[src/rtl/branch_predictor_update_scheduler_pkg.sv]
// rtl/branch_predictor_update_scheduler_pkg.sv - shared types and pc field helpers for the update scheduler
//
// Purpose: branch result / table entry structs, table geometry and the
//          pc -> index / tag extraction used by the scheduler and its queue.
// Ports:   none (package).
package branch_predictor_update_scheduler_pkg;

   localparam int INDEX_W = 9;
   localparam int TAG_W   = 12;

   typedef struct packed {
      logic        valid;
      logic [31:0] pc;
      logic [31:0] target_pc;
      logic        taken;
      logic        is_branch;
      logic        is_return;
      logic        is_call;
   } branch_results_t;

   typedef struct packed {
      logic             valid;
      logic [TAG_W-1:0] tag;
      logic [31:0]      target_pc;
      logic             taken;
      logic             is_branch;
      logic             is_return;
      logic             is_call;
   } btb_update_entry_t;

   typedef enum logic [1:0] {
      ST_EMPTY = 2'd0,
      ST_WAIT  = 2'd1,
      ST_FORCE = 2'd2
   } sched_state_t;

   function automatic logic [INDEX_W-1:0] get_index(input logic [31:0] pc);
      return pc[INDEX_W+1:2];
   endfunction

   function automatic logic [TAG_W-1:0] get_tag(input logic [31:0] pc);
      return pc[INDEX_W+TAG_W+1:INDEX_W+2];
   endfunction

   function automatic btb_update_entry_t make_entry(input branch_results_t br);
      btb_update_entry_t e;
      e.valid     = 1'b1;
      e.tag       = get_tag(br.pc);
      e.target_pc = br.target_pc;
      e.taken     = br.taken;
      e.is_branch = br.is_branch;
      e.is_return = br.is_return;
      e.is_call   = br.is_call;
      return e;
   endfunction

endpackage

[src/rtl/branch_predictor_update_scheduler_if.sv]
// rtl/branch_predictor_update_scheduler_if.sv - bundle of branch-unit, fetch and table-port signals
//
// Purpose: groups every non-clock signal of the scheduler.
// Modports:
//   master - environment side: drives br_results and fetch lookup request/address,
//            observes grant, table port, occupancy and drop pulse.
//   slave  - scheduler side: the mirror of master.
interface branch_predictor_update_scheduler_if #(
   parameter int DEPTH = 4
);
   import branch_predictor_update_scheduler_pkg::*;

   branch_results_t               br_results;
   logic                          fetch_lookup_req;
   logic [INDEX_W-1:0]            fetch_lookup_addr;
   logic                          fetch_grant;
   logic                          table_en;
   logic                          table_we;
   logic [INDEX_W-1:0]            table_addr;
   btb_update_entry_t             table_wdata;
   logic [$clog2(DEPTH+1)-1:0]    queue_count;
   logic                          update_dropped;

   modport master (
      output br_results, fetch_lookup_req, fetch_lookup_addr,
      input  fetch_grant, table_en, table_we, table_addr, table_wdata,
             queue_count, update_dropped
   );

   modport slave (
      input  br_results, fetch_lookup_req, fetch_lookup_addr,
      output fetch_grant, table_en, table_we, table_addr, table_wdata,
             queue_count, update_dropped
   );

endinterface

[src/rtl/branch_predictor_update_scheduler_queue.sv]
// rtl/branch_predictor_update_scheduler_queue.sv - circular update buffer with tail overwrite
//
// Purpose: DEPTH-entry FIFO of pending table updates (entry + table index).
// Ports:
//   i_clk, i_rst       clock, asynchronous active-high reset
//   i_push             append i_data/i_index at the tail
//   i_overwrite        replace the current tail entry in place (coalesce)
//   i_pop              drop the head entry
//   i_data, i_index    entry and table index to push or overwrite with
//   o_head_data/index  oldest entry
//   o_tail_data/index  newest entry
//   o_count            occupancy 0..DEPTH
module branch_update_queue
   import branch_predictor_update_scheduler_pkg::*;
#(
   parameter int DEPTH = 4
) (
   input  logic                       i_clk,
   input  logic                       i_rst,
   input  logic                       i_push,
   input  logic                       i_overwrite,
   input  logic                       i_pop,
   input  btb_update_entry_t          i_data,
   input  logic [INDEX_W-1:0]         i_index,
   output btb_update_entry_t          o_head_data,
   output logic [INDEX_W-1:0]         o_head_index,
   output btb_update_entry_t          o_tail_data,
   output logic [INDEX_W-1:0]         o_tail_index,
   output logic [$clog2(DEPTH+1)-1:0] o_count
);
   localparam int PTR_W = $clog2(DEPTH);
   localparam int CNT_W = $clog2(DEPTH+1);

   btb_update_entry_t  r_data  [DEPTH];
   logic [INDEX_W-1:0] r_index [DEPTH];
   logic [PTR_W-1:0]   r_head;
   logic [PTR_W-1:0]   r_tail;
   logic [CNT_W-1:0]   r_count;
   logic [PTR_W-1:0]   w_last;

   // r_tail points at the next free slot; the newest entry sits one behind it.
   // DEPTH is a power of two so pointer arithmetic wraps on its own.
   assign w_last = r_tail - PTR_W'(1);

   always_ff @(posedge i_clk or posedge i_rst) begin
      if (i_rst) begin
         for (int i = 0; i < DEPTH; i++) begin
            r_data[i]  <= '0;
            r_index[i] <= '0;
         end
         r_head  <= '0;
         r_tail  <= '0;
         r_count <= '0;
      end else begin
         if (i_push) begin
            r_data[r_tail]  <= i_data;
            r_index[r_tail] <= i_index;
            r_tail          <= r_tail + PTR_W'(1);
         end else if (i_overwrite) begin
            r_data[w_last]  <= i_data;
            r_index[w_last] <= i_index;
         end
         if (i_pop) begin
            r_head <= r_head + PTR_W'(1);
         end
         r_count <= r_count + CNT_W'(i_push) - CNT_W'(i_pop);
      end
   end

   assign o_head_data  = r_data[r_head];
   assign o_head_index = r_index[r_head];
   assign o_tail_data  = r_data[w_last];
   assign o_tail_index = r_index[w_last];
   assign o_count      = r_count;

endmodule

[src/rtl/branch_predictor_update_scheduler.sv]
// rtl/branch_predictor_update_scheduler.sv - schedules resolved-branch updates into the shared predictor table port
//
// Purpose: buffers branch results, coalesces repeats of the newest entry, and
//          shares the single table port with fetch lookups. Fetch wins unless
//          an update has been denied STARVE_LIMIT cycles in a row, after which
//          one write is forced through.
// Ports:
//   i_clk   clock
//   i_rst   asynchronous active-high reset
//   io_bus  slave modport: br_results, fetch_lookup_req/addr in;
//           fetch_grant, table_en/we/addr/wdata, queue_count, update_dropped out
module branch_predictor_update_scheduler
   import branch_predictor_update_scheduler_pkg::*;
#(
   parameter int DEPTH        = 4,
   parameter int STARVE_LIMIT = 8
) (
   input  logic                                 i_clk,
   input  logic                                 i_rst,
   branch_predictor_update_scheduler_if.slave   io_bus
);
   localparam int CNT_W = $clog2(DEPTH+1);
   localparam int SC_W  = $clog2(STARVE_LIMIT+1);

   sched_state_t       r_state;
   logic [SC_W-1:0]    r_starve;

   btb_update_entry_t  w_head_data;
   btb_update_entry_t  w_tail_data;
   btb_update_entry_t  w_in_entry;
   logic [INDEX_W-1:0] w_head_index;
   logic [INDEX_W-1:0] w_tail_index;
   logic [INDEX_W-1:0] w_in_index;
   logic [CNT_W-1:0]   w_count;
   logic [CNT_W-1:0]   w_count_next;
   logic               w_empty;
   logic               w_full;
   logic               w_fetch_grant;
   logic               w_write;
   logic               w_match;
   logic               w_coalesce;
   logic               w_push;
   logic               w_drop;

   assign w_in_entry = make_entry(io_bus.br_results);
   assign w_in_index = get_index(io_bus.br_results.pc);
   assign w_empty    = (w_count == '0);
   assign w_full     = (w_count == CNT_W'(DEPTH));

   // Port arbitration: fetch owns the port unless a forced write is due.
   assign w_fetch_grant = io_bus.fetch_lookup_req && (r_state != ST_FORCE);
   assign w_write       = !w_fetch_grant && !w_empty;

   // A single entry being written this cycle is both head and tail; merging
   // into it would lose the newer data, so it is enqueued behind instead.
   assign w_match    = (w_in_index == w_tail_index) && (w_in_entry.tag == w_tail_data.tag);
   assign w_coalesce = io_bus.br_results.valid && !w_empty && w_match &&
                       !((w_count == CNT_W'(1)) && w_write);
   assign w_push     = io_bus.br_results.valid && !w_coalesce && (!w_full || w_write);
   assign w_drop     = io_bus.br_results.valid && !w_coalesce && w_full && !w_write;

   assign w_count_next = w_count + CNT_W'(w_push) - CNT_W'(w_write);

   branch_update_queue #(
      .DEPTH (DEPTH)
   ) u_queue (
      .i_clk        (i_clk),
      .i_rst        (i_rst),
      .i_push       (w_push),
      .i_overwrite  (w_coalesce),
      .i_pop        (w_write),
      .i_data       (w_in_entry),
      .i_index      (w_in_index),
      .o_head_data  (w_head_data),
      .o_head_index (w_head_index),
      .o_tail_data  (w_tail_data),
      .o_tail_index (w_tail_index),
      .o_count      (w_count)
   );

   // Starvation state machine. The counter only advances while an update is
   // pending and fetch holds the port; reaching STARVE_LIMIT-1 on a denied
   // cycle schedules exactly one forced write.
   always_ff @(posedge i_clk or posedge i_rst) begin
      if (i_rst) begin
         r_state  <= ST_EMPTY;
         r_starve <= '0;
      end else begin
         case (r_state)
            ST_EMPTY: begin
               r_starve <= '0;
               if (w_push) begin
                  r_state <= ST_WAIT;
               end
            end
            ST_WAIT: begin
               if (w_write) begin
                  r_starve <= '0;
                  r_state  <= (w_count_next == '0) ? ST_EMPTY : ST_WAIT;
               end else if (w_fetch_grant) begin
                  if (r_starve == SC_W'(STARVE_LIMIT - 1)) begin
                     r_starve <= '0;
                     r_state  <= ST_FORCE;
                  end else begin
                     r_starve <= r_starve + SC_W'(1);
                  end
               end
            end
            ST_FORCE: begin
               r_starve <= '0;
               r_state  <= (w_count_next == '0) ? ST_EMPTY : ST_WAIT;
            end
            default: begin
               r_starve <= '0;
               r_state  <= ST_EMPTY;
            end
         endcase
      end
   end

   assign io_bus.fetch_grant    = w_fetch_grant;
   assign io_bus.table_en       = w_fetch_grant || w_write;
   assign io_bus.table_we       = w_write;
   assign io_bus.table_addr     = w_fetch_grant ? io_bus.fetch_lookup_addr :
                                  (w_write ? w_head_index : '0);
   assign io_bus.table_wdata    = w_write ? w_head_data : '0;
   assign io_bus.queue_count    = w_count;
   assign io_bus.update_dropped = w_drop;

endmodule
[src/flat_wrapper.sv]
// flat-port wrapper written by rule: the top's interface ports become plain ports
module branch_predictor_update_scheduler_flat import branch_predictor_update_scheduler_pkg::*;
#(
   parameter int DEPTH        = 4,
   parameter int STARVE_LIMIT = 8
)
  (i_clk, i_rst, io_bus_br_results, io_bus_fetch_lookup_req, io_bus_fetch_lookup_addr, io_bus_fetch_grant, io_bus_table_en, io_bus_table_we, io_bus_table_addr, io_bus_table_wdata, io_bus_queue_count, io_bus_update_dropped);
  branch_predictor_update_scheduler_if #(.DEPTH(DEPTH)) io_bus_i ();
  input  logic i_clk;
  input  logic i_rst;
  input wire logic [$bits(io_bus_i.br_results)-1:0] io_bus_br_results;
  input wire logic [$bits(io_bus_i.fetch_lookup_req)-1:0] io_bus_fetch_lookup_req;
  input wire logic [$bits(io_bus_i.fetch_lookup_addr)-1:0] io_bus_fetch_lookup_addr;
  output wire logic [$bits(io_bus_i.fetch_grant)-1:0] io_bus_fetch_grant;
  output wire logic [$bits(io_bus_i.table_en)-1:0] io_bus_table_en;
  output wire logic [$bits(io_bus_i.table_we)-1:0] io_bus_table_we;
  output wire logic [$bits(io_bus_i.table_addr)-1:0] io_bus_table_addr;
  output wire logic [$bits(io_bus_i.table_wdata)-1:0] io_bus_table_wdata;
  output wire logic [$bits(io_bus_i.queue_count)-1:0] io_bus_queue_count;
  output wire logic [$bits(io_bus_i.update_dropped)-1:0] io_bus_update_dropped;
  assign io_bus_i.br_results = io_bus_br_results;
  assign io_bus_i.fetch_lookup_req = io_bus_fetch_lookup_req;
  assign io_bus_i.fetch_lookup_addr = io_bus_fetch_lookup_addr;
  assign io_bus_fetch_grant = io_bus_i.fetch_grant;
  assign io_bus_table_en = io_bus_i.table_en;
  assign io_bus_table_we = io_bus_i.table_we;
  assign io_bus_table_addr = io_bus_i.table_addr;
  assign io_bus_table_wdata = io_bus_i.table_wdata;
  assign io_bus_queue_count = io_bus_i.queue_count;
  assign io_bus_update_dropped = io_bus_i.update_dropped;
  branch_predictor_update_scheduler #(.DEPTH(DEPTH), .STARVE_LIMIT(STARVE_LIMIT)) u_core (.i_clk(i_clk), .i_rst(i_rst), .io_bus(io_bus_i));
endmodule
[config.mk]
export PLATFORM = sky130hd
export DESIGN_NAME = branch_predictor_update_scheduler_flat
export DESIGN_NICKNAME = d
export VERILOG_FILES = /design/src/rtl/branch_predictor_update_scheduler_pkg.sv /design/src/rtl/branch_predictor_update_scheduler_if.sv /design/src/rtl/branch_predictor_update_scheduler_queue.sv /design/src/rtl/branch_predictor_update_scheduler.sv /design/src/flat_wrapper.sv
export SDC_FILE = /design/constraint.sdc
export NUM_CORES = 1
export LEC_CHECK = 0
export CORE_AREA = 2 2 144 160
export CTS_CLUSTER_SIZE = 14
export DETAILED_ROUTE_END_ITERATION = 10
export DIE_AREA = 0 0 146 162
export PLACE_DENSITY = 0.78
export SETUP_SLACK_MARGIN = 0.02
export SYNTH_ARGS = -nofsm -noshare
export SYNTH_HDL_FRONTEND = slang
export SYNTH_SLANG_ARGS = --single-unit
[constraint.sdc]
create_clock -name i_clk -period 9.57 [get_ports i_clk]
set_input_delay 0.957 -clock i_clk [delete_from_list [all_inputs] [get_ports i_clk]]
set_output_delay 0.957 -clock i_clk [all_outputs]
set_load 0.02 [all_outputs]
==> summary.md, run 1 <==
| Metric | Value |
|---|---|
| Worst slew pin tran | `1.15 ns` |
| Asr flop ratio synth | `100%` |
| Postcts setup bufs | `0` |
| WHS Path Cells | `1` |
| Die height | `roughly 160 um` |
| I/O pin cnt | `about 150` |
| Sequential share of power | `a little over a third` |
| Cell area power density | `approximately 370 mW/mm^2` |
| Vias per cell | `approximately 5.8` |
| Pins Over Slew Limit | `0` |
| H-tree Lvls | `1` |
| Initial antenna violation count | `0` |
| Post-Route WL | `roughly 25 mm` |
| Row count | `57` |
| Core area | `approximately 0.022 sq mm` |
| Clock power share | `~18%` |
| Synth area leaders | `dfrtp_1 51%, mux2_2 14%, mux4_2 13%` |
| Post-Syn Area | `0.0121 sq mm` |
| IO Port Bufs | `134` |
| Fin util | `between 60% and 70%` |
| Register bit total from synthesis | `roughly 250` |
| Yosys top cell area share | `about half` |
| Number of global-route vias before repair | `about 7,600` |
| Overall routing resource usage | `roughly 22%` |
| 1st-iter DRT viols | `330` |
| Starting Density | `a little under three fifths` |
| Post-route setup TNS | `0 ns` |
| Final Skew | `between 0.01 and 0.015 ns` |
| CTS Buf Count | `26` |
| Critical path required time | `approximately 8.6 ns` |
| R2r worst-path depth | `11` |
| Setup crit end kind | `primary output` |
| First-pass GRT wire length | `41.1 mm` |
| Placed cell areas | `approximately 0.014 sq mm` |
| Place WS | `3.66 ns` |
| Synthesized area per cell | `approximately 15 sq um` |
| Sw frac | `around a third` |
| Area delta synth->final | `18.7%` |
| CTS root buf | `clkbuf_16` |
| Largest net degree at the start of global routing | `104` |
| End of the worst hold path | `u_core.u_queue.r_data[97]` |
| Reg2Reg Capture Point | `u_core.u_queue.r_index[17]` |
| Outcome | `finished clean` |
| Cell area after layout | `between 0.01 and 0.015 sq mm` |
| TritonCTS clock tree | `built` |
| Filler Cell Count | `1,651` |
| Layout cells sized above 1 | `a little under a third` |
| Tcrit/Tclk final | `roughly 63%` |
| Crit Path Max Fanout | `23` |
| Nets | `1,000` |
| Clock Pin Slew Worst Setup and Hold Paths | `0.06 ns` |
| Detailed-route DRC error count | `0` |
| Wirelength per Cell | `between 20 and 25 um` |
| Final hold vios | `0` |
| Worst-skew pair later-pin latency | `between 0.5 and 0.6 ns` |
| Logic gate share of total power | `46.4%` |
| Minimum clock period | `5.99 ns` |
| Hpwl dp | `15.3 mm` |
| Cell Int Power | `0.00359 W` |
| Post-synth EDFFs | `0` |
| Clock tree sinks | `between 200 and 250` |
| Sw power | `around 0.0018 W` |
| CP Data Arrival Time | `5.03 ns` |
| Leak | `approximately 5.9 nW` |
| Cells after Synth | `between 700 and 800` |
| Sequential share of the synthesized area | `50.6%` |
| GP Congestion | `between 0.7 and 0.8` |
| F_max | `approximately 170 MHz` |
| Main synth FF type | `dfrtp_1` |
| Max-slew headroom | `a little over a fifth` |
| CP Launch Type | `flip-flop` |
| Top post-synthesis cells by count | `245 x dfrtp_1, 154 x mux2_2, 76 x mux2_1` |
| Die width | `approximately 150 um` |
| Final global-route overflow total | `0` |
| Maxcap violations | `0` |
| Worst setup margin | `approximately 3.6 ns` |
| Syn_nets | `slightly below 900` |
| RSZ-0062 raised after global routing | `false` |
| DR vias | `between 7,000 and 8,000` |
| Post-CTS sizing | `0` |
| Syn. warnings | `0` |
| Iteration count of the initial detailed-routing pass | `4` |
| Post-CTS Hold Buffers | `0` |
| Die area | `approximately 0.024 sq mm` |
| Most frequent cell after synthesis | `dfrtp_1` |
| Largest area contributor in the netlist | `dfrtp_1` |
| Setup violators final | `0` |
| Peak VDD IR | `between 150 and 200 uV` |
| Clock Path Buffers | `3` |
| ANT cells | `0` |
| Setup CP Type | `flip-flop to primary output` |
| Flop-to-flop setup slack | `3.68 ns` |
| Hold Crit Class | `flip-flop to flip-flop` |
| Antenna Violating Nets Remaining | `0` |
| RR Startpoint | `u_core.u_queue.r_tail[0]` |
| Hold path startpoint | `u_core.u_queue.r_data[97]` |
| Yosys cell types | `42` |
[stage by stage]
stage	power (W)	hold WS (ns)	cells
final	0.00538	0.475	1224
after global routing	0.00569	0.493	1224
after CTS	0.00543	0.476	1224
after detailed placement	0.00443	0.448	1178
after global placement	0.00435	0.443	1178
after floorplan	0.00374	0.429	790
[placed cells by master, fill, tap and decap left out, types with 8 or more instances in the layout]
cell | synthesis | layout
dfrtp_1 | 245 | 243
mux2_2 | 154 | 154
clkdlybuf4s50_1 | 0 | 134
mux2_1 | 76 | 76
mux4_2 | 70 | 70
and2_1 | 54 | 54
clkbuf_16 | 0 | 27
xnor2_1 | 24 | 24
mux2i_1 | 19 | 19
buf_4 | 14 | 12
nand2_1 | 10 | 10
a22o_1 | 9 | 9
nor2_1 | 8 | 8
inv_1 | 10 | 8
[layer usage]
metal	share of wire, %	track usage [%]	wire length, um	vias up
met5	0	0	0	-
met4	1.1	3.84	269	0
met3	5.3	4.58	1360	19
met2	50	38.0	12800	142
met1	43	29.1	11000	3795
li1	-	-	-	3164
[critical path, stage by stage (launching register included)]
cell	delay, ns
dfrtp_1	0.34
inv_1	0.11
ha_1	0.60
buf_4	0.48
mux2i_1	0.27
xnor2_1	0.08
or4_1	0.53
a2111oi_0	0.51
or4b_1	0.75
nor3b_1	0.26
clkdlybuf4s50_1	0.55
[layout make-up]
type / instances / area (sq um) / share of cell area [%]
well taps: 295 / 369 / 2.57
flip-flops and latches: 245 / 6140 / 42.7
multi-input cells: 482 / 5560 / 38.7
clock inverters: 6 / 58.8 / 0.409
inverters: 10 / 45.0 / 0.313
repair buffers: 146 / 1430 / 9.95
clock buffers: 40 / 785 / 5.45
[cells by family (layout without fill, tap and decap cells)]
| group | count (synthesis) | in the layout | share of synthesized area, % |
|---|---|---|---|
| and+or+nand+nor | 94 | 94 | 4.49 |
| xor gates and xnor gates | 29 | 29 | 2.10 |
| DFF | 245 | 245 | 50.6 |
| adders and majority gates | 8 | 8 | 0.888 |
| muxes | 323 | 323 | 36.7 |
| buffers and inverters | 63 | 202 | 3.53 |
| AOI/OAI and AO/OA | 28 | 28 | 1.72 |
[state kept, by name, indices dropped and copies added, names as in the netlist]
name,cells
u_core.u_queue.r_index,36
u_core.r_starve,4
u_core.u_queue.r_head,2
u_core.u_queue.o_count,3
u_core.r_state,2
u_core.u_queue.r_tail,2
u_core.u_queue.r_data,196
[power groups by stage]
stage	Combinational, W	Sequential (W)	Clock, W
6_report	0.00249	0.00190	0.000983
5_1_grt	0.00267	0.00197	0.00105
4_1_cts	0.00253	0.00190	0.00100
2_1_floorplan	0.00197	0.00177	0
3_5_place_dp	0.00251	0.00192	0
3_3_place_gp	0.00246	0.00189	0
[worst max path at each step]
stage / start / endpoint / cells past startpoint
after detailed placement: u_core.u_queue.r_tail[0] / u_core.u_queue.r_data[96] / 11
after global routing: u_core.u_queue.r_tail[0] / io_bus_update_dropped / 10
after global placement: u_core.u_queue.r_tail[0] / u_core.u_queue.r_data[50] / 11
final: u_core.u_queue.r_tail[0] / io_bus_update_dropped / 10
after floorplan: i_rst / u_core.r_starve[0] / 1
after CTS: u_core.u_queue.r_tail[0] / io_bus_update_dropped / 10
No activity file was read; power rests on OpenSTA's default activity.
==> inputs of run 2 (changes only) <==
==> constraint.sdc (replaced) <==
create_clock -name i_clk -period 5.8 [get_ports i_clk]
set_input_delay 0.58 -clock i_clk [delete_from_list [all_inputs] [get_ports i_clk]]
set_output_delay 0.58 -clock i_clk [all_outputs]
set_load 0.02 [all_outputs]
==> run 2 against run 1 <==
  * Register-to-register slack worse by 2.9 ns
  * Core utilization grew 0.48 points
  * Sequential share of layout area decreased by 0.31 points
  * Setup slack got worse by 3.2 ns
  * Combinational power is 64% higher
  * Flip-flop and latch count is the same
  * Clock-buffer cell count decreased by 5
  * Worst hold slack worse by 0.0072 ns
  * Critical endpoint unchanged
  * Largest power group unchanged
==> summary.md, run 2 (synthesized netlist as in run 1, its figures left out) <==
| Metric | Value |
|---|---|
| Maxcap violations | `0 (unchanged)` |
| Leak | `5.95 nW (+0.84%)` |
| Max reg flops | `196 (unchanged)` |
| Cell area power density | `617 mW/mm^2 (+65%)` |
| Antenna Violating Nets Remaining | `0 (unchanged)` |
| Hpwl dp | `15.4 mm (+0.97%)` |
| Worst path depth | `11 (+1)` |
| Pins Over Slew Limit | `0 (unchanged)` |
| I/O pin cnt | `146 (unchanged)` |
| Critical Path Sink | `io_bus_update_dropped` |
| Flop-to-flop setup slack | `0.80 ns (-2.88 ns)` |
| Cell area after layout | `0.0145 sq mm (+0.73%)` |
| CTS Buf Count | `26 (unchanged)` |
| Clock Pin Slew Worst Setup and Hold Paths | `0.06 ns (about the same)` |
| First-pass GRT wire length | `41.8 mm (+1.8%)` |
| Filler Cell Count | `1,707 (+3.4%)` |
| Die area | `0.0237 sq mm (unchanged)` |
| Clock Path Buffers | `3 (unchanged)` |
| Crit Path Max Fanout | `15 (-35%)` |
| CP Launch Type | `flip-flop` |
| Number of global-route vias before repair | `7,724 (+2.2%)` |
| Row count | `57 (unchanged)` |
| CP top delay family | `buffers and inverters` |
| Setup CP Type | `flip-flop to primary output` |
| Area delta synth->final | `19.6%` |
| Starting Density | `55.2% (unchanged)` |
| Largest net degree at the start of global routing | `177 (+70%)` |
| Nets | `1,007 (+0.70%)` |
| Most flop-heavy register | `u_core.u_queue.r_data` |
| Worst slew pin tran | `1.01 ns (-0.145 ns)` |
| Minimum clock period | `about 5.4 ns` |
| Final global-route overflow total | `0 (unchanged)` |
| Post-CTS sizing | `0 (unchanged)` |
| Postcts setup bufs | `0 (unchanged)` |
| Placed cell areas | `0.0136 sq mm (+0.54%)` |
| Final Skew | `0.00987 ns (-0.00179 ns)` |
| H-tree Lvls | `1 (unchanged)` |
| Layout cells sized above 1 | `31.8% (+1.2 points)` |
| ANT cells | `0 (unchanged)` |
| Wirelength per Cell | `20.5 um (-1.3%)` |
| Worst-skew pair later-pin latency | `0.52 ns (about the same)` |
| Detailed-route DRC error count | `0 (unchanged)` |
| Critical path's largest stage delay | `0.84 ns (+0.09 ns)` |
| DR vias | `7,105 (-0.21%)` |
| Setup crit end kind | `primary output` |
| CP startpoint | `u_core.u_queue.r_tail[0]` |
| Peak VDD IR | `323 uV (+68%)` |
| Overall routing resource usage | `22.2% (+0.33 points)` |
| Critical path required time | `5.22 ns (-3.39 ns)` |
| CTS root buf | `clkbuf_16` |
| Reg2Reg Capture Point | `u_core.r_state[0]` |
| Crit path max-delay cell type | `ha_1` |
| Fin util | `66.0% (+0.48 points)` |
| Most frequent cells in the layout | `243 x dfrtp_1, 154 x mux2_2, 134 x clkdlybuf4s50_1` |
| GP Congestion | `0.763 (+1.7%)` |
| RSZ-0062 raised after global routing | `false` |
| Die height | `162 um (unchanged)` |
| Setup violators final | `0 (unchanged)` |
| R2r worst-path depth | `19 (+8)` |
| Final hold vios | `0 (unchanged)` |
| Vias per cell | `5.77 (-0.86%)` |
| CP bufs+invs | `4 (+1)` |
| Most used cell, CP | `buf_4` |
| Clock tree sinks | `245 (unchanged)` |
| Tcrit/Tclk final | `92.8%` |
| Core area | `0.0220 sq mm (unchanged)` |
| Max-slew headroom | `32.7% (+11 points)` |
| CP Data Arrival Time | `4.80 ns (-0.23 ns)` |
| Initial antenna violation count | `0 (unchanged)` |
| 1st-iter DRT viols | `369 (+12%)` |
| Post-route setup TNS | `0 ns (unchanged)` |
| Post-Route WL | `25.3 mm (-0.63%)` |
| F_max | `around 190 MHz` |
| Crit-path cells | `inv_1 -> ha_1 -> buf_4 -> mux4_2 -> xnor2_1 -> nand4_1 -> a2111oi_0 -> or4b_1 -> buf_4 -> nor3b_1 -> clkdlybuf4s50_1` |
| RR Startpoint | `u_core.u_queue.r_tail[0]` |
| Hold Crit Class | `flip-flop to flip-flop` |
| Overall Power | `0.00894 W (+66%)` |
| Hold_ws | `0.467 ns (-0.00718 ns)` |
| Commonest non-fill, non-tap cell in the layout | `dfrtp_1` |
| Biggest regs | `u_core.u_queue.r_data (196), u_core.u_queue.r_index (36), u_core.r_starve (4)` |
| TritonCTS clock tree | `built` |
| Outcome | `finished clean` |
| IO Port Bufs | `134 (unchanged)` |
| Die width | `146 um (unchanged)` |
| Iteration count of the initial detailed-routing pass | `4 (unchanged)` |
| Post-CTS Hold Buffers | `0 (unchanged)` |
==> run 2: layout make-up <==
type,count,area (sq um),area share [%]
Inverter,10,41.3,0.285
Clock inverter,12,98.8,0.682
Clock buffer,35,776,5.35
Sequential cell,245,6140,42.3
Multi-Input combinational cell,482,5560,38.4
Tap cell,295,369,2.55
Timing Repair Buffer,153,1510,10.4
==> run 2: how the worst min path moves through the flow <==
stage                              start                         to  cells after the start
2_1_floorplan  u_core.u_queue.r_data[97]  u_core.u_queue.r_data[97]                      1
3_3_place_gp   u_core.u_queue.r_data[48]  u_core.u_queue.r_data[48]                      1
3_5_place_dp   u_core.u_queue.r_data[48]  u_core.u_queue.r_data[48]                      1
4_1_cts        u_core.u_queue.r_data[48]  u_core.u_queue.r_data[48]                      1
5_1_grt        u_core.u_queue.r_data[48]  u_core.u_queue.r_data[48]                      1
6_report       u_core.u_queue.r_data[97]  u_core.u_queue.r_data[97]                      1
==> run 2: metrics by stage <==
| step | worst slack [ns] | instances |
|---|---|---|
| 2_1_floorplan | 1.20 | 790 |
| 4_1_cts | 0.381 | 1232 |
| 3_3_place_gp | 0.828 | 1185 |
| 5_1_grt | 0.267 | 1232 |
| 6_report | 0.417 | 1232 |
| 3_5_place_dp | 0.757 | 1185 |
==> run 2: power breakdown <==
group	switching [W]	internal (W)
logic	0.00167	0.00242
clock network	0.000670	0.000983
registers	0.000621	0.00257
==> run 2: per-layer routing <==
metal	routed length, um	track usage (%)
met5	0	0
met4	259	4.32
met3	1340	4.30
met2	12800	38.3
met1	10900	29.8
==> inputs of run 3 (changes only) <==
--- a/config.mk
+++ b/config.mk
@@ -5,10 +5,10 @@
 export SDC_FILE = /design/constraint.sdc
 export NUM_CORES = 1
 export LEC_CHECK = 0
-export CORE_AREA = 2 2 144 160
+export CORE_AREA = 2 2 124 186
 export CTS_CLUSTER_SIZE = 14
 export DETAILED_ROUTE_END_ITERATION = 10
-export DIE_AREA = 0 0 146 162
+export DIE_AREA = 0 0 126 188
 export PLACE_DENSITY = 0.78
 export SETUP_SLACK_MARGIN = 0.02
 export SYNTH_ARGS = -nofsm -noshare
==> run 3 against run 2 <==
  * Highest routed layer unchanged
  * Cell count is 2.0% lower
  * Global-route usage is 0.091 points lower
  * Sequential power hardly changed
==> summary.md, run 3 (synthesized netlist as in run 1, its figures left out) <==
| Metric | Value |
|---|---|
| F_max | `207 MHz (+11%)` |
| Placed cell areas | `0.0136 sq mm (-0.34%)` |
| Most frequent cells in the layout | `243 x dfrtp_1, 154 x mux2_2, 134 x clkdlybuf4s50_1` |
| DR vias | `7,128 (+0.32%)` |
| Post-CTS Hold Buffers | `0 (unchanged)` |
| Clock Path Buffers | `3 (unchanged)` |
| Crit Path Max Fanout | `31 (+16)` |
| CTS root buf | `clkbuf_16` |
| First-pass GRT wire length | `41.9 mm (+0.26%)` |
| Final Skew | `0.00898 ns (-0.000899 ns)` |
| Place WS | `1.14 ns (+0.381 ns)` |
| Critical path's largest stage delay | `0.54 ns (-0.30 ns)` |
| Antenna Violating Nets Remaining | `0 (unchanged)` |
| Largest net degree at the start of global routing | `182 (+2.8%)` |
| CP Launch Type | `flip-flop` |
| Pins Over Slew Limit | `0 (unchanged)` |
| Initial antenna violation count | `0 (unchanged)` |
| Nets | `1,003 (-0.40%)` |
| Post-CTS sizing | `0 (unchanged)` |
| Tcrit/Tclk final | `83.2% (-9.6 points)` |
| Cell area power density | `620 mW/mm^2 (+0.47%)` |
| CTS Buf Count | `25 (-3.8%)` |
| I/O pin cnt | `146 (unchanged)` |
| Worst-skew pair later-pin latency | `0.51 ns (about the same)` |
| IO Port Bufs | `134 (unchanged)` |
| CP Data Arrival Time | `4.25 ns (-0.55 ns)` |
| Area delta synth->final | `18.9%` |
| H-tree Lvls | `1 (unchanged)` |
| Die width | `126 um (-14%)` |
| Setup violators final | `0 (unchanged)` |
| TritonCTS clock tree | `built` |
| Fin util | `65.1% (-0.86 points)` |
| Outcome | `finished clean` |
| 1st-iter DRT viols | `371 (+0.54%)` |
| Post-Route WL | `25.3 mm (+0.22%)` |
| Commonest non-fill, non-tap cell in the layout | `dfrtp_1` |
| Die height | `188 um (+16%)` |
| Layout cells sized above 1 | `31.1% (-0.65 points)` |
| Cell area after layout | `0.0144 sq mm (-0.56%)` |
| Wirelength per Cell | `21.0 um (+2.3%)` |
| Hold Crit Class | `flip-flop to flip-flop` |
| Crit-path cells | `inv_1 -> ha_1 -> buf_12 -> mux4_2 -> xnor2_1 -> nand4_1 -> a2111oi_0 -> or4b_1 -> buf_4 -> nor3b_1 -> clkdlybuf4s50_1` |
| Max reg flops | `196 (unchanged)` |
| Worst slew pin tran | `1.16 ns (+0.149 ns)` |
| Overall routing resource usage | `22.1% (-0.091 points)` |
| Core area | `0.0221 sq mm (+0.75%)` |
| Maxcap violations | `0 (unchanged)` |
| GP Congestion | `0.827 (+8.3%)` |
| Critical path required time | `5.22 ns (about the same)` |
| Most flop-heavy register | `u_core.u_queue.r_data` |
| Hold_ws | `0.466 ns (-0.00106 ns)` |
| Crit path max-delay cell type | `mux4_2` |
| Peak VDD IR | `328 uV (+1.6%)` |
| Biggest regs | `u_core.u_queue.r_data (196), u_core.u_queue.r_index (36), u_core.r_starve (4)` |
| Number of global-route vias before repair | `7,835 (+1.4%)` |
| Leak | `5.93 nW (-0.44%)` |
| Die area | `0.0237 sq mm (+0.15%)` |
| Worst setup margin | `0.972 ns (+0.554 ns)` |
| Row count | `67 (+18%)` |
| Postcts setup bufs | `0 (unchanged)` |
| Post-route setup TNS | `0 ns (unchanged)` |
| Max-slew headroom | `22.8% (-9.9 points)` |
| Clock tree sinks | `245 (unchanged)` |
| Setup crit end kind | `primary output` |
| Hpwl dp | `15.7 mm (+2.1%)` |
| Starting Density | `54.8% (-0.41 points)` |
| RSZ-0062 raised after global routing | `false` |
| Setup CP Type | `flip-flop to primary output` |
| Final global-route overflow total | `0 (unchanged)` |
| ANT cells | `0 (unchanged)` |
| Detailed-route DRC error count | `0 (unchanged)` |
| Final hold vios | `0 (unchanged)` |
| Vias per cell | `5.91 (+2.4%)` |
| Iteration count of the initial detailed-routing pass | `5 (+1)` |
| Clock Pin Slew Worst Setup and Hold Paths | `0.07 ns (about the same)` |
| Minimum clock period | `4.83 ns (-0.554 ns)` |
run 3: cell count changes in the layout (fill, tap and decap cells not counted):
cell,change
clkinv_4,+1
clkinvlp_4,-3
clkbuf_1,+2
buf_4,-3
clkbuf_8,-2
inv_8,-1
bufinv_16,+2
clkbuf_16,-2
run 3: worst paths after layout:
| path | depth (start not counted) | startpoint | slack, ns | end |
|---|---|---|---|---|
| max in group asynchronous | 3 | i_rst | 4.25 | u_core.u_queue.r_head[0] |
| min in group asynchronous | 3 | i_rst | 0.61 | u_core.u_queue.r_data[82] |
| worst max-delay path | 11 | u_core.u_queue.r_tail[0] | 0.97 | io_bus_update_dropped |
| worst min-delay path | 1 | u_core.u_queue.r_data[97] | 0.47 | u_core.u_queue.r_data[97] |
| worst max register to register | 20 | u_core.u_queue.r_tail[0] | 1.04 | u_core.r_state[0] |
| worst min register to register | 1 | u_core.u_queue.r_data[97] | 0.47 | u_core.u_queue.r_data[97] |
run 3: power by group:
group          switching (W)  internal [W]  total [W]
clock               0.000653      0.000985    0.00164
sequential          0.000619       0.00257    0.00319
combinational        0.00169       0.00241    0.00410
total                0.00296       0.00596    0.00893
run 3: stage by stage:
step	total power, W	std cells
global placement	0.00723	1163
global route	0.00947	1207
detailed placement	0.00737	1163
floorplan	0.00618	790
CTS	0.00904	1207
finish	0.00893	1207
run 3: final cells by class:
cell class	instances	area (sq um)
tap	276	345
multi-input combinational	482	5560
timing repair buffer	150	1490
clock buffer	33	706
inverter	10	41.3
fill	1679	7720
clock inverter	11	134
sequential	245	6140
run 3: layer usage:
metal,up-vias,GRT usage [%],part of all wire (%)
li1,3156,-,-
met1,3788,28.4,41
met2,149,39.5,54
met3,35,3.00,3.8
met4,0,5.62,2.1
met5,-,0,0
run 3: critical path: cells and delay by family, from the launching register on:
kind,cells,cell delay [ns]
buffers and inverters,4,1.11
AND/OR/NAND/NOR,3,0.78
multiplexers,1,0.54
adder cells (fa/ha/maj),1,0.37
flip-flops,1,0.35
XOR/XNOR,1,0.29
AO/OA/AOI/OAI,1,0.27
==> RTL change: new RTL, settings of run 1 <==
`STARVE_LIMIT` is set to 8 in 2 places; all go to 4.
--- a/src/rtl/branch_predictor_update_scheduler.sv
+++ b/src/rtl/branch_predictor_update_scheduler.sv
@@ -15,3 +15,3 @@
    parameter int DEPTH        = 4,
-   parameter int STARVE_LIMIT = 8
+   parameter int STARVE_LIMIT = 4
 ) (
--- a/src/flat_wrapper.sv
+++ b/src/flat_wrapper.sv
@@ -4,3 +4,3 @@
    parameter int DEPTH        = 4,
-   parameter int STARVE_LIMIT = 8
+   parameter int STARVE_LIMIT = 4
 )
Formal check against the unedited RTL: same outputs for any inputs over 4 cycles, from zero or initial values and one cycle with i_rst high; that may be too few to reach the edited logic, so the function may still have changed.
==> RTL change against run 1 <==
- final area rose by 2.2%
- power rose by 4.8%
- non-clock buffer count did not move
- critical path depth rose by 1
- wire length rose by 2.5%
- clock skew rose by 0.00074 ns
- worst setup slack got worse by 0.30 ns
- synthesized area rose by 2.3%
- sequential cell count fell by 1
==> RTL change: results (changes against run 1) <==
route:
  initialDrtViolationCount: 335  # +1.5%
  first_pass_iters: 4  # unchanged
  viasPerCell: 5.84  # +0.44%
  drtAntennaViolNets: 0  # unchanged
  wire_per_inst_um: 21.0  # +1.1%
cts:
  path_clk_slew_ns: 0.06  # about the same
  clk_latency_ns: 0.52  # about the same
  clk_root_buffer_cell: "clkbuf_16"
  postCtsResizedCells: 0  # unchanged
  cts_buffer_depth: 3  # unchanged
  numCtsBuffers: 26  # unchanged
  cts_post_setup_buffers_inserted: 0  # unchanged
  cts_max_level: 1  # unchanged
pwr:
  power_density_nw_per_um2: 383  # +2.5%
  leakage_nw: 6.22  # +5.4%
  ir_worst_vdd_mv: 0.190  # -1.2%
yosys:
  async_flop_share_pct: 100  # unchanged
  synth_area_leaders: "dfrtp_1 (49%), mux2_2 (14%), mux4_2 (12%), mux2_4 (6.4%), and2_1 (2.7%)"
  ys_seq_area_share_pct: 49.2  # -1.3 points
  synth_nets: 897  # +2.0%
  yosysWarnings: 0  # unchanged
  synthTopCellsByCount: "dfrtp_1 (244), mux2_2 (154), mux4_2 (65), and2_1 (54), mux2_4 (53)"
  synthCells: 808  # +2.3%
  synth_cell_types: 45  # +7.1%
grt:
  track_usage_pct: 22.5  # +0.64 points
  grt_pass1_vias: 7806  # +3.3%
  grt_max_degree: 112  # +7.7%
  grt_pass1_wl_um: 42600  # +3.9%
  antenna_found_initial: 0  # unchanged
final_layout:
  stdcell_count: 1241  # +1.4%
  drive_gt1_share_pct: 35.4  # +4.8 points
  num-fill-cells: 1602  # -3.0%
  fin_nets: 1017  # +1.7%
  top_regs: "u_core.u_queue.r_data (196), u_core.u_queue.r_index (36)"
  largest_reg_flops: 196  # unchanged
  diodes: 0  # unchanged
sta:
  timing.hold.ws_ns: 0.463  # -0.0116 ns
  finClkSkew_ns: 0.0124  # +0.000736 ns
  fmax_mhz: 159  # -4.8%
  tightest_slew_ns: 0.929  # -0.226 ns
critical_path:
  path_max_fanout: 27  # +17%
  cp_slowest_stage_delay_ns: 0.96  # +0.21 ns
  critical_path.slowest_cell: "ha_2"
  cp-startpoint: "u_core.u_queue.r_tail[0]"
  timing.rr.start: "u_core.u_queue.r_tail[0]"
  critPathTopFamily: "simple AND/OR/NAND/NOR gates"
  r2r_slack_ns: 3.44  # -0.24 ns
  arrival_ns: 5.33  # +0.30 ns
place:
  dpl_cell_area_um2: 13800  # +1.9%
  io_buffers: 134  # unchanged
  dp_hpwl_um: 15800  # +3.7%
  place_congestion: 0.744  # -0.83%
worst_hold_path:
  hp-class: "reg -> reg"
  hold_path_startpoint: "u_core.u_queue.r_data[97]"
outcome:
  outcome: "finished clean"
## RTL change: changes by cell type after synthesis, moves of 3 or more
cell     delta
mux2_4     +53
o21ai_0     +3
nor3_1      +3
mux4_2      -5
buf_12      +6
mux2i_1    +12
buf_8       -6
mux2_1     -53
a21oi_1     +3
## RTL change: cell families (layout without fill, tap and decap cells)
group | Yosys count | in the layout | share of synthesized area, %
compound gates | 38 | 38 | 2.15
xor+xnor | 28 | 28 | 1.98
fa+ha+maj | 8 | 8 | 0.868
buf+inv | 65 | 203 | 3.74
flops | 244 | 244 | 49.2
mux | 330 | 330 | 37.5
simple gates | 95 | 95 | 4.50
## RTL change: per-layer routing
layer,up-vias,share of wire [%],GRT usage [%]
met5,-,0,0
met4,0,1.8,4.99
met3,36,5.1,3.74
met2,160,50,38.4
met1,3830,43,30.7
li1,3225,-,-
## RTL change: cell type report
cell class,instances,share of cell area (%)
repair buffers,146,9.82
multi-input cells,499,39.7
clock buffers,36,5.03
inverters,11,0.332
well taps,295,2.51
flip-flops and latches,244,41.6
clock inverters,10,1.09
## RTL change: power by group
group	total [W]	switching, W	internal, W
Combinational	0.00266	0.00108	0.00157
Sequential	0.00193	0.000372	0.00155
Clock	0.00105	0.000407	0.000646
## RTL change: worst paths after layout
| kind | to | depth (start not counted) |
|---|---|---|
| min reg2reg | u_core.u_queue.r_data[97] | 1 |
| max reg2reg | u_core.u_queue.r_data[67] | 12 |
| min | u_core.u_queue.r_data[97] | 1 |
| min in group asynchronous | u_core.u_queue.r_data[71] | 2 |
| max | io_bus_update_dropped | 11 |
| max in group asynchronous | u_core.u_queue.r_head[1] | 3 |
